==> config.mk <==
export PLATFORM = sky130hd
export DESIGN_NAME = ascii_num_parser
export DESIGN_NICKNAME = d
export VERILOG_FILES = /design/src/rtl/ascii_num_parser.sv
export SDC_FILE = /design/constraint.sdc
export NUM_CORES = 1
export LEC_CHECK = 0
export CAP_MARGIN = 40
export CORE_MARGIN = 4
export CORE_UTILIZATION = 40
export CTS_CLUSTER_DIAMETER = 30
export DETAILED_ROUTE_END_ITERATION = 6
export HOLD_SLACK_MARGIN = 0.12
export PLACE_DENSITY_LB_ADDON = 0.08
export SYNTH_ARGS = -nofsm -noshare
export SYNTH_HDL_FRONTEND = slang
export SYNTH_SLANG_ARGS = --single-unit
==> constraint.sdc <==
create_clock -name clk -period 10.35 [get_ports clk]
set_input_delay 1.035 -clock clk [delete_from_list [all_inputs] [get_ports clk]]
set_output_delay 1.035 -clock clk [all_outputs]
set_load 0.005 [all_outputs]
==> src/rtl/ascii_num_parser.sv <==
// rtl/ascii_num_parser.sv - streaming ASCII decimal parser.
// Accumulates digit runs into a saturating unsigned value; one result per run on its terminator.
module ascii_num_parser #(
  parameter int WIDTH = 16
) (
  input  logic             clk,
  input  logic             rst,
  input  logic [6:0]       code,
  input  logic             in_valid,
  output logic             in_ready,
  output logic [WIDTH-1:0] value,
  output logic [7:0]       ndigits,
  output logic             overflow,
  output logic             out_valid,
  input  logic             out_ready
);

  typedef enum logic [1:0] {IDLE, ACCUM, EMIT} state_t;

  state_t           state, state_next;
  logic [WIDTH-1:0] acc, acc_next;
  logic [7:0]       cnt, cnt_next;
  logic             ovf, ovf_next;
  logic             load;
  logic             is_digit;
  logic [3:0]       digit;
  logic [WIDTH+3:0] prod;
  logic             in_xfer;

  // For codes 0x30..0x39 the low nibble is the digit value.
  assign is_digit = (code >= 7'h30) && (code <= 7'h39);
  assign digit    = code[3:0];
  assign prod     = {4'b0000, acc} * (WIDTH+4)'(10) + (WIDTH+4)'(digit);
  assign in_xfer  = in_valid && in_ready;

  always_ff @(posedge clk or posedge rst) begin
    if (rst) begin
      state <= IDLE;
      acc   <= '0;
      cnt   <= '0;
      ovf   <= 1'b0;
    end else begin
      state <= state_next;
      acc   <= acc_next;
      cnt   <= cnt_next;
      ovf   <= ovf_next;
    end
  end

  always_comb begin
    state_next = state;
    acc_next   = acc;
    cnt_next   = cnt;
    ovf_next   = ovf;
    load       = 1'b0;
    in_ready   = 1'b0;
    out_valid  = 1'b0;
    case (state)
      IDLE: begin
        in_ready = !rst;
        if (in_xfer && is_digit) begin
          acc_next   = WIDTH'(digit);
          cnt_next   = 8'd1;
          ovf_next   = 1'b0;
          state_next = ACCUM;
        end
      end
      ACCUM: begin
        in_ready = !rst;
        if (in_xfer) begin
          if (is_digit) begin
            cnt_next = (cnt == 8'hFF) ? cnt : cnt + 8'd1;
            // Once saturated the accumulator is pinned at all-ones.
            if (ovf || (prod[WIDTH+3:WIDTH] != 4'b0000)) begin
              acc_next = '1;
              ovf_next = 1'b1;
            end else begin
              acc_next = prod[WIDTH-1:0];
            end
          end else begin
            load       = 1'b1;
            state_next = EMIT;
          end
        end
      end
      EMIT: begin
        out_valid = 1'b1;
        if (out_ready) state_next = IDLE;
      end
      default: state_next = IDLE;
    endcase
  end

  always_ff @(posedge clk or posedge rst) begin
    if (rst) begin
      value    <= '0;
      ndigits  <= '0;
      overflow <= 1'b0;
    end else if (load) begin
      value    <= acc;
      ndigits  <= cnt;
      overflow <= ovf;
    end
  end

endmodule

==> summary.md <==
| Metric | Value |
|---|---|
| Status | complete, no violations |
| Max-slew headroom | 0.522 |
| WL/cell | 16.3 um |
| Leak | approximately 1.8 nW |
| DRT Pass-1 Iters | 4 |
| Reg2reg setup slack | ~6.6 ns |
| Largest net degree at the start of global routing | 37 |
| Synth Flop Type | dfrtp_1 |
| Critical path arrival | about 4.0 ns |
| Register area share after synthesis | 0.388 |
| Overall power | ~0.00074 W |
| Worst Hold Path Cells | 2 |
| Fin crit share | 0.367 |
| CTS root buffer | clkbuf_8 |
| Post-Layout Inst Area | just under 4000 sq um |
| Clk Latency, worst-skew pair | around 0.32 ns |
| First-pass GRT wire length | about 13000 um |
| Worst Skew | about 0.012 ns |
| Initial antenna violation count | 0 |
| Max incr delay on CP | about 0.52 ns |
| # IOs | 38 |
| Largest delay share family, worst path | compound AO/OA/AOI/OAI gates |
| Min Hold Slack | roughly 0.5 ns |
| Max_cap viols | 0 |
| Die X-Extent | roughly 100 um |
| Remaining global-route overflow | 0 |
| Crit-path max FO | 13 |
| Hold_sp | value[1] |
| Hold_buf cts | 0 |
| Reg-to-Reg End | acc[3] |
| Synth warn | 0 |
| Psw | ~0.00030 W |
| Num Clock Sinks | 52 |
| Cell Rows | 33 |
| Share of cells above drive strength 1 | 0.122 |
| Fin nets | 420 |
| Startpoint types | register |
| CP required | approximately 11 ns |
| CTS buffer count | 5 |
| Residual DRC count | 0 |
| Max H-tree Level | 2 |
| GPL Wtd Cong | around 0.83 |
| Hold WC Path Type | reg -> reg |
| CTS tree | built |
| Largest cells by area after synthesis | dfrtp_1 39%, ha_1 12%, mux2_2 8.1%, o21ai_0 4.6%, xor2_1 3.9% |
| Core area | slightly above 8000 sq um |
| Antenna viol nets, final | 0 |
| Inst Count DP | about 470 |
| Filler cells | 800 |
| Finished Layout Cells | 481 |
| Cell with the most instances after synthesis | dfrtp_1 |
| Sw Share | 0.405 |
| Cells after synthesis | between 300 and 400 |
| Setup TNS | 0 ns |
| Final Max Slew Viols | 0 |
| Synth Register Bits | 52 |
| CTS max path bufs | 2 |
| Final WL | slightly below 8000 um |
| HPWL after detailed placement | about 6100 um |
| Fmax | approximately 260 MHz |
| Unrepaired setup endpoints after global routing | no |
| Area leader, netlist | dfrtp_1 |
| Depth of the worst register-to-register path | 12 |
| WHS Endpoint | value[1] |
| Synthesized netlist net count | a little under 400 |
| 1st-iter DRT viols | around 120 |
| Post-synth EDFFs | 0 |
| Top cells by count, synth | 52 x dfrtp_1, 32 x ha_1, 31 x o21ai_0 |
| Crit path buf inv count | 1 |
| P&R area growth vs syn | 16.9% |
| RR Startpoint | acc[3] |
| Final hold viol count | 0 |
| Via-per-instance ratio | ~5.3 |
| Critical path endpoint category | register |
| Post-synthesis cell type count | a little under 50 |
| Synth top area share | 0.388 |
| GRT Util Overall | 0.167 |
| Most used cell, CP | ha_1 |
| Seq pwr share | 0.356 |
| Kind of critical path | reg -> reg |
| Post-synth ARST share | 1.00 |
| Initial Util | 0.410 |
| Comb pwr share | 0.480 |
| Post CTS Setup Buffer Count | 0 |
| Vias in the first global route | approximately 2500 |
| Die Y | between 90 and 100 um |
| Clock power frac | 0.163 |
| Placed Area | 3830 sq um |
| ANT cells | 0 |
| Die area | just under 10000 sq um |
| Synthesized area | about 3400 sq um |
| Worst-Margin Slew | between 0.7 and 0.8 ns |
| Resized cells post-CTS | 0 |
| Final setup fails | 0 |
| I/O Buffers | 37 |
| CTS clock-pin slew for the worst setup and hold paths | around 0.11 ns |
| Crit-path slowest cell | o21ai_2 |
| Post-layout minimum cycle time | about 3.8 ns |
| Pint | about 0.00044 W |
| Peak supply drop | between 0.00009 and 0.0001 V |
| P per Cell Area | approximately 190 nW/um^2 |
| Post-synthesis average cell area | a little under 10 sq um |
| Vias | approximately 2600 |
| CP Cell Sequence | ha_1 > ha_1 > inv_1 > fa_1 > nand2b_1 > a211o_1 > a31oi_1 > xor2_1 > nand3_1 > or3_1 > o21ai_2 > a41oi_1 |
## tightest hold or removal path: cells and delay by family (launching register included)
family          cells  cell delay (ns)
simple gates        1             0.05
flops               1             0.35
compound gates      1             0.06
## through the flow
| step | setup WS [ns] | util |
|---|---|---|
| finish | 6.55 | 0.479 |
| global route | 6.24 | 0.479 |
| CTS | 6.51 | 0.479 |
| detailed placement | 6.43 | 0.468 |
| global placement | 6.48 | 0.466 |
| floorplan | 7.00 | - |
## cells by family (layout without fill, tap and decap cells)
group	after synthesis	in the layout	share of synthesized area
AO/OA/AOI/OAI	78	78	0.145
XOR/XNOR	27	27	0.0705
adder cells (fa/ha/maj)	34	34	0.131
AND/OR/NAND/NOR	95	95	0.139
buffers and inverters	26	62	0.0339
multiplexers	28	28	0.0925
flip-flops	52	52	0.388
## metal layers
layer	up-vias	track usage	share of wire
met1	1221	0.237	0.49
met5	-	0	0
li1	1288	-	-
met4	0	0.0494	0.015
met2	50	0.261	0.46
met3	9	0.0281	0.036
## layout by cell type (no fill, tap or decap), drive strengths merged, types with 5 or more instances in the layout
master         netlist  layout
dfrtp               52      52
clkdlybuf4s50        0      37
o21ai               36      36
ha                  32      32
nand2               29      29
mux2                24      24
nor2                23      23
xor2                15      15
inv                 14      15
a21oi               14      14
xnor2               12      12
a31oi               10      10
or3                  8       8
nand3                6       6
nand2b               5       5
nand4                5       5
clkbuf               8       5
## power groups by stage
stage | Sequential, W | Combinational (W) | Clock, W
after detailed placement | 0.000270 | 0.000359 | 0
after floorplan | 0.000257 | 0.000266 | 0
after global routing | 0.000270 | 0.000405 | 0.000134
final | 0.000265 | 0.000357 | 0.000121
after CTS | 0.000266 | 0.000362 | 0.000126
after global placement | 0.000269 | 0.000354 | 0
## flip-flops by register name (all words and copies together) (netlist names)
name      count
acc          16
cnt           8
ndigits       8
overflow      1
ovf           1
state         2
value        16
## worst max-delay path by stage
stage | from | end | slack (ns) | depth (start not counted)
2_1_floorplan | acc[1] | acc[10] | 7.00 | 14
3_3_place_gp | code[2] | acc[3] | 6.48 | 10
3_5_place_dp | code[2] | acc[3] | 6.43 | 10
4_1_cts | acc[2] | acc[3] | 6.51 | 10
5_1_grt | acc[2] | acc[3] | 6.24 | 10
6_report | acc[3] | acc[3] | 6.55 | 12
## layout make-up
cell class                      count  area, sq um  area share
Tap cell                          105          131      0.0335
Multi-Input combinational cell    262         1940       0.495
Inverter                           14         52.6      0.0134
Sequential cell                    52         1300       0.332
Timing Repair Buffer               40          405       0.103
Clock buffer                        5         68.8      0.0176
Clock inverter                      3         21.3     0.00543
Power figures use the tool's default switching activity.
